<file path="src/rtl/fft384_twiddle_mul.sv">
`default_nettype none
// ============================================================================
//  Module   : fft384_twiddle_mul
//  Brief    : 384-point FFT twiddle stage: carrier indexing for the twiddle ROM,
//             4-stage complex multiply with round-half-up and saturation.
//  Revision : 1.0 - initial release
// ============================================================================
module fft384_twiddle_mul #(
  parameter int D_WIDTH   = 16,
  parameter int TW_WIDTH  = 16,
  parameter int FRAC_BITS = 14,
  parameter int N_PT      = 384,
  parameter int CNT_W     = 9
) (
  input  logic                    clk,
  input  logic                    n_rst,
  input  logic [D_WIDTH-1:0]      din_re,
  input  logic [D_WIDTH-1:0]      din_im,
  input  logic                    din_vld,
  input  logic                    din_sop,
  output logic [CNT_W-1:0]        tw_num,
  output logic                    tw_num_vld,
  input  logic [2*TW_WIDTH-1:0]   tw_data,
  input  logic                    tw_vld,
  output logic [D_WIDTH-1:0]      dout_re,
  output logic [D_WIDTH-1:0]      dout_im,
  output logic                    dout_vld,
  output logic                    dout_sop,
  output logic                    dout_eop,
  output logic                    sat_flag,
  output logic                    tw_err
);

  localparam int c_PW = D_WIDTH + TW_WIDTH;
  localparam int c_AW = c_PW + 1;
  localparam logic [CNT_W-1:0]       c_LAST = CNT_W'(N_PT - 1);
  localparam logic signed [c_AW-1:0] c_HALF = c_AW'(2 ** (FRAC_BITS - 1));
  localparam logic signed [c_AW-1:0] c_MAX  = c_AW'(2 ** (D_WIDTH - 1) - 1);
  localparam logic signed [c_AW-1:0] c_MIN  = ~c_MAX;

  // Carrier counter; the ROM registers tw_num at the same edge as stage A.
  logic [CNT_W-1:0] r_idx;
  logic [CNT_W-1:0] w_idx;

  assign w_idx      = din_sop ? '0 : r_idx;
  assign tw_num     = w_idx;
  assign tw_num_vld = din_vld;

  always_ff @(posedge clk) begin
    if (!n_rst) begin
      r_idx <= '0;
    end else if (din_vld) begin
      r_idx <= (w_idx == c_LAST) ? '0 : w_idx + CNT_W'(1);
    end
  end

  // Stage A: sample and framing, waiting for the ROM word.
  logic signed [D_WIDTH-1:0] r_a_re, r_a_im;
  logic                      r_a_vld, r_a_sop, r_a_eop;

  always_ff @(posedge clk) begin
    if (!n_rst) begin
      r_a_re  <= '0;
      r_a_im  <= '0;
      r_a_vld <= 1'b0;
      r_a_sop <= 1'b0;
      r_a_eop <= 1'b0;
    end else begin
      r_a_re  <= din_re;
      r_a_im  <= din_im;
      r_a_vld <= din_vld;
      r_a_sop <= din_vld && (w_idx == '0);
      r_a_eop <= din_vld && (w_idx == c_LAST);
    end
  end

  // Stage B: partial products against the now-valid twiddle word.
  logic signed [TW_WIDTH-1:0] w_cos, w_sin;
  logic signed [c_PW-1:0]     r_b_ac, r_b_bs, r_b_as, r_b_bc;
  logic                       r_b_vld, r_b_sop, r_b_eop;
  logic                       r_tw_err;

  assign w_cos = tw_data[2*TW_WIDTH-1:TW_WIDTH];
  assign w_sin = tw_data[TW_WIDTH-1:0];

  always_ff @(posedge clk) begin
    if (!n_rst) begin
      r_b_ac   <= '0;
      r_b_bs   <= '0;
      r_b_as   <= '0;
      r_b_bc   <= '0;
      r_b_vld  <= 1'b0;
      r_b_sop  <= 1'b0;
      r_b_eop  <= 1'b0;
      r_tw_err <= 1'b0;
    end else begin
      r_b_ac  <= r_a_re * w_cos;
      r_b_bs  <= r_a_im * w_sin;
      r_b_as  <= r_a_re * w_sin;
      r_b_bc  <= r_a_im * w_cos;
      r_b_vld <= r_a_vld;
      r_b_sop <= r_a_sop;
      r_b_eop <= r_a_eop;
      if (tw_vld != r_a_vld) begin
        r_tw_err <= 1'b1;
      end
    end
  end

  // Stage C: complex sums in one extra bit of headroom.
  logic signed [c_AW-1:0] r_c_re, r_c_im;
  logic                   r_c_vld, r_c_sop, r_c_eop;

  always_ff @(posedge clk) begin
    if (!n_rst) begin
      r_c_re  <= '0;
      r_c_im  <= '0;
      r_c_vld <= 1'b0;
      r_c_sop <= 1'b0;
      r_c_eop <= 1'b0;
    end else begin
      r_c_re  <= c_AW'(r_b_ac) - c_AW'(r_b_bs);
      r_c_im  <= c_AW'(r_b_as) + c_AW'(r_b_bc);
      r_c_vld <= r_b_vld;
      r_c_sop <= r_b_sop;
      r_c_eop <= r_b_eop;
    end
  end

  // Returns {clipped, value}.
  function automatic logic [D_WIDTH:0] round_sat(input logic signed [c_AW-1:0] acc);
    logic signed [c_AW-1:0] rnd;
    rnd = (acc + c_HALF) >>> FRAC_BITS;
    if (rnd > c_MAX) begin
      round_sat = {1'b1, D_WIDTH'(c_MAX)};
    end else if (rnd < c_MIN) begin
      round_sat = {1'b1, D_WIDTH'(c_MIN)};
    end else begin
      round_sat = {1'b0, D_WIDTH'(rnd)};
    end
  endfunction

  logic [D_WIDTH:0] w_re_sat, w_im_sat;

  always_comb begin
    w_re_sat = round_sat(r_c_re);
    w_im_sat = round_sat(r_c_im);
  end

  // Stage D: data holds through bubbles, flags are gated by valid.
  logic [D_WIDTH-1:0] r_dout_re, r_dout_im;
  logic               r_dout_vld, r_dout_sop, r_dout_eop, r_sat_flag;

  always_ff @(posedge clk) begin
    if (!n_rst) begin
      r_dout_re  <= '0;
      r_dout_im  <= '0;
      r_dout_vld <= 1'b0;
      r_dout_sop <= 1'b0;
      r_dout_eop <= 1'b0;
      r_sat_flag <= 1'b0;
    end else begin
      r_dout_vld <= r_c_vld;
      r_dout_sop <= r_c_vld & r_c_sop;
      r_dout_eop <= r_c_vld & r_c_eop;
      r_sat_flag <= r_c_vld & (w_re_sat[D_WIDTH] | w_im_sat[D_WIDTH]);
      if (r_c_vld) begin
        r_dout_re <= w_re_sat[D_WIDTH-1:0];
        r_dout_im <= w_im_sat[D_WIDTH-1:0];
      end
    end
  end

  assign dout_re  = r_dout_re;
  assign dout_im  = r_dout_im;
  assign dout_vld = r_dout_vld;
  assign dout_sop = r_dout_sop;
  assign dout_eop = r_dout_eop;
  assign sat_flag = r_sat_flag;
  assign tw_err   = r_tw_err;

endmodule
`default_nettype wire

</file>
<file path="config.mk">
export PLATFORM = sky130hd
export DESIGN_NAME = fft384_twiddle_mul
export DESIGN_NICKNAME = d
export VERILOG_FILES = /design/src/rtl/fft384_twiddle_mul.sv
export SDC_FILE = /design/constraint.sdc
export NUM_CORES = 2
export LEC_CHECK = 0
export CAP_MARGIN = 20
export CORE_ASPECT_RATIO = 0.9
export CORE_MARGIN = 4
export CORE_UTILIZATION = 55
export CTS_BUF_LIST = sky130_fd_sc_hd__clkbuf_8
export DETAILED_ROUTE_END_ITERATION = 7
export GPL_TIMING_DRIVEN = 1
export HOLD_SLACK_MARGIN = 0.15
export PLACE_DENSITY = 0.75
export SLEW_MARGIN = 25
export SYNTH_ARGS = -nofsm -noshare
export SYNTH_HDL_FRONTEND = slang
export SYNTH_SLANG_ARGS = --single-unit
</file>
<file path="constraint.sdc">
create_clock -name clk -period 11.1 [get_ports clk]
set_input_delay 3.33 -clock clk [delete_from_list [all_inputs] [get_ports clk]]
set_output_delay 3.33 -clock clk [all_outputs]
set_load 0.01 [all_outputs]
</file>
[Word-level counts from Yosys, hierarchy flattened]
Index checks and enable logic that the tools add are counted.
Cells by class
  $add $sub $neg: 5
  $mul: 4
  magnitude comparators: 4
  equal/unequal tests: 2
  multiplexer cells: 6
  bitwise operators: 4
  reductions and logical operators: 3
Operators by type and width (number)
  $mul A16 B16 Y32: 4
  $mux W17: 4
  $add A33 B15 Y33 const B: 2
  $gt A19 B16 Y1 const B: 2
  $lt A19 B16 Y1 const B: 2
  $add A32 B32 Y33: 1
  $sub A32 B32 Y33: 1
  $mux W9: 2
  $add A9 B1 Y9 const B: 1
  $eq A9 B9 Y1 const B: 1
  $logic_not A9 Y1: 1
  $and A1 B1 Y1: 3
  $logic_and A1 B1 Y1: 2
  $ne A1 B1 Y1: 1
  $or A1 B1 Y1: 1
Storage, ports and cells
  flip-flop bits (word level): 281
  input port bits: 69
  output and inout bits: 47
  word-level logic and storage cells: 53

[Longest topological paths before layout]
  depth after elaboration: 6
  mapped depth: 24
  mapped depth without buffers: 23

[Worst setup path after synthesis]
Ideal clock, no wire load.
  path kind: input to register
  start: input tw_data[17]
  end: register r_b_bc[30]
  setup time: 141 ps
  data arrival time: 8889 ps
  data required time: 10959 ps
  path slack: 2070 ps
  stages on the path: 21
  buffers on the path: 1
  path through: clkbuf_1 > nand2_1 > fa_1 > fa_1 > fa_1 > fa_1 > inv_1 > fa_1 > inv_1 > fa_1 > inv_1 > ha_1 > a21o_1 > a21o_1 > a21o_1 > o21bai_1 > a41oi_1 > o21ai_0 > o31ai_1 > mux2i_1 > o311ai_0
On the way
  longest elaborated chain between the ends: 1
RTL lines
  start: declaration: RTL line 23  | input logic [2*TW_WIDTH-1:0] tw_data,
  $mul A16 B16 Y32: RTL line 100  | r_b_bc <= r_a_im * w_cos;
  end signal: assignment: RTL line 100
  end: declaration: RTL line 79  | logic signed [c_PW-1:0] r_b_ac, r_b_bs, r_b_as, r_b_bc;
Every way passes these cells.
A chain may end at the register's enable or synchronous reset.

[Final worst setup path]
  start: input tw_data[17]
  end: register r_b_ac[29]
On the way
  longest elaborated chain between the ends: 1
RTL lines
  $mul A16 B16 Y32: RTL line 97  | r_b_ac <= r_a_re * w_cos;
  end signal: assignment: RTL line 97
  end: declaration: RTL line 79
Every way passes these cells.

==> run metrics <==
status=finished clean; grt met1 use=38.6%; WHS Endpoint=r_c_vld; max frequency=97.1 MHz; Worst-path clk slew=60 ps; internal power=6.57 mW; utilization after layout=59.8%; CP required=11,570 ps; Die Wd=324 um; worst skew pair latency=700 ps; Area Growth Syn to Fin=7.06%; Pins Over Slew Limit=0; worst hold path startpoint=r_b_vld; Post-synth EDFFs=0; DR vias=36,500; largest cells by area after synthesis=fa_1 43%, dfxtp_1 10%, ha_1 10%, inv_1 9.1%, and2_1 7.1%; Sw Ratio=52.9%; clk_skew=83.8 ps; Clock power frac=7.4%; kind of critical path=in2reg; pwr/cell area=264 nW/um^2; fraction of power consumed by sequential logic=10.0%; Leak=26.6 nW; post-synth cell types=74; Overflow after GRT=0; Initial DRT Pass Iterations=5; unrepaired setup endpoints after global routing=false; share of cells above drive strength 1=3.67%; die area=94,500 um^2; Cell Area, Synth=49,300 um^2; clock root cell=clkbuf_8; fin cells=6,660; setup slack, reg-to-reg=3640 ps; kind of path behind the tightest hold check=reg2reg; first-pass GRT wire length=208,000 um; final instance area=52,800 um^2; WL per Instance=18.8 um; vias in the first global route=39,200; Critical Path Source Type=primary input; WP buf/inv=5; max_slew headroom=28.7%; ANT nets after route=0; clock buffer depth=3; Core ar.=88,300 um^2; dpl cells=6,570; Final nets=6,977; met2 Track Usage GR=44.1%; post-CTS setup-driven buffer insertion count=0; drt total wl=125,000 um; cell taking the most area after synthesis=fa_1; Fin. Hold Viols=0; CTS Buf Count=49; worst hold slack=432 ps; Clock Sinks=255; predominant post-synthesis flop cell=dfxtp_1; clock tree from TritonCTS=done; maxcap violations=0; CP dominant cell by count=fa_1; antenna violations before repair=1; sequential fraction of the synthesis area=10.4%; worst slew pin tran=1070 ps; Final TNS setup=0 ps; async set or reset register ratio after synthesis=0%; Port Buf Inserts=115; die span in y=292 um; GRT Total Usage=27.8%; Mapped Nets=6,953; largest net degree at the start of global routing=95; row count=103; Yosys reg bits=255; Critical Path AT=10,760 ps; combinational share of power=82.6%; share of the synthesized area in the top cell type=42.5%; hold buffer count at CTS=0; RR Endpoint=r_b_bc[30]; Post-CTS Resized=0; DRC=0; Tcrit/Tclk final=92.8%; H-tree Lvls=2; dpl cell area=51,700 um^2; Crit. End Element=flip-flop; worst path cell trace=clkdlybuf4s50_1 > buf_4 > nand2_1 > inv_1 > fa_1 > fa_1 > fa_1 > fa_1 > fa_1 > inv_1 > fa_1 > inv_1 > ha_1 > and3_1 > nand3_1 > a21oi_1 > o21ai_0 > a21boi_0 > mux2i_1 > o311ai_0; GPL Wtd Cong=0.914; minimum clock period=10,300 ps; Max rail drop VDD=0.226 mV; Ports=116; drt via density=5.48; Syn Inst Count=5,442; FF-to-FF Start=r_a_im[6]; Register-to-Register Path Depth=21; Net Sw Power=7.39 mW; Starting Density=55.9%; delay-heaviest family, CP=adder cells; Setup violations, final=0; Mean Syn Cell Area=9.06 um^2; Hold Path Depth=1; hpwl dp=98,600 um; critical path fanouts, max=23; critical path's largest stage delay=890 ps; DRT iter0 DRCs=2,620; CP max-delay cell=fa_1; routing usage on met3=5.12%; warnings from Yosys=0; busiest grt layer=met2
layout by cell type (no fill, tap or decap), drive strengths merged, types with 60 or more instances in the layout:
master / count
a21oi: 137
and2: 560
buf: 97
clkbuf: 60
clkdlybuf4s50: 113
dfxtp: 255
fa: 1048
ha: 394
inv: 1210
nand2: 554
nor2: 263
o21ai: 105
xnor2: 118
xor2: 64
registers in the layout, indices dropped and copies added (netlist names), 9 cells and up:
name / cells
r_b_as: 32
dout_re: 16
dout_im: 16
r_b_bs: 32
r_b_bc: 32
r_idx: 9
r_c_re: 20
r_a_re: 16
r_b_ac: 32
r_c_im: 20
r_a_im: 16
per-stage QoR:
step	power [mW]	worst slack, ps
after global routing	15.6	491
after detailed placement	12.7	346
final	14.0	805
after global placement	12.4	461
after floorplan	10.0	2070
after CTS	13.9	994
worst reg2reg max path, cell delays in order, from the launching register on:
cell,delay [ps]
dfxtp_2,1010
and2_1,300
fa_1,420
inv_1,80
fa_1,430
fa_1,490
fa_1,540
inv_1,50
fa_1,470
inv_1,50
fa_1,480
inv_1,40
ha_1,320
a21o_1,190
a21o_1,170
a21o_1,180
o21bai_1,280
a41oi_1,720
o21ai_0,320
o31ai_1,380
mux2i_1,250
o311ai_0,160
layout make-up:
type	count	area [um^2]
multi-input combinational	3749	38800
inverter	1201	4510
tap	1155	1450
clock buffer	60	826
clock inverter	27	226
antenna	3	7.51
sequential	255	5120
timing repair buffer	210	1880
fill	7574	35500
cells by family (layout without fill, tap and decap cells):
| family | Yosys count | after routing | share of synthesized area [%] |
|---|---|---|---|
| simple gates | 1653 | 1653 | 16.8 |
| fa+ha+maj | 1442 | 1442 | 52.5 |
| buf+inv | 1438 | 1498 | 11.0 |
| compound gates | 462 | 462 | 5.90 |
| flops | 255 | 255 | 10.4 |
| xor+xnor | 182 | 182 | 3.23 |
| mux | 10 | 10 | 0.206 |
| other cells | 0 | 3 | 0 |
power groups by stage:
stage / combinational (mW) / clock (mW) / sequential [mW]
floorplan: 8.71 / 0 / 1.33
global placement: 11.0 / 0 / 1.40
detailed placement: 11.3 / 0 / 1.41
CTS: 11.4 / 1.05 / 1.39
global route: 13.1 / 1.09 / 1.41
finish: 11.5 / 1.04 / 1.39
per-layer routing:
layer  share of wire, %  wire length, um  up-vias
li1                   -                -    16300
met1                 43            53500    18500
met2                 45            56700     1392
met3                7.9             9950      246
met4                4.0             5040        0
met5                  0                0        -
synth_stat cells (17+ instances only):
library cell,count
xor2_1,64
or3_1,17
nor2b_1,26
dfxtp_1,255
o21ai_0,104
a21oi_1,137
clkbuf_1,225
nand2_1,553
fa_1,1048
ha_1,394
nor3_1,38
o21bai_1,21
o22ai_1,17
a31oi_1,18
nand2b_1,43
a211oi_1,19
and3_1,35
nand3_1,47
xnor2_1,118
nand4_1,20
nor2_1,263
inv_1,1199
and2_1,560
a21o_1,56
worst max path at each step:
stage	start	to	slack, ps	cells past startpoint
after floorplan	tw_data[17]	r_b_bc[30]	2070	21
after global placement	tw_data[18]	r_b_ac[29]	460	20
after detailed placement	tw_data[18]	r_b_ac[29]	350	20
final	tw_data[17]	r_b_ac[29]	800	20
after CTS	tw_data[18]	r_b_ac[29]	990	20
after global routing	tw_data[17]	r_b_ac[29]	490	20
Note: power is estimated with default switching activity, not from simulation.
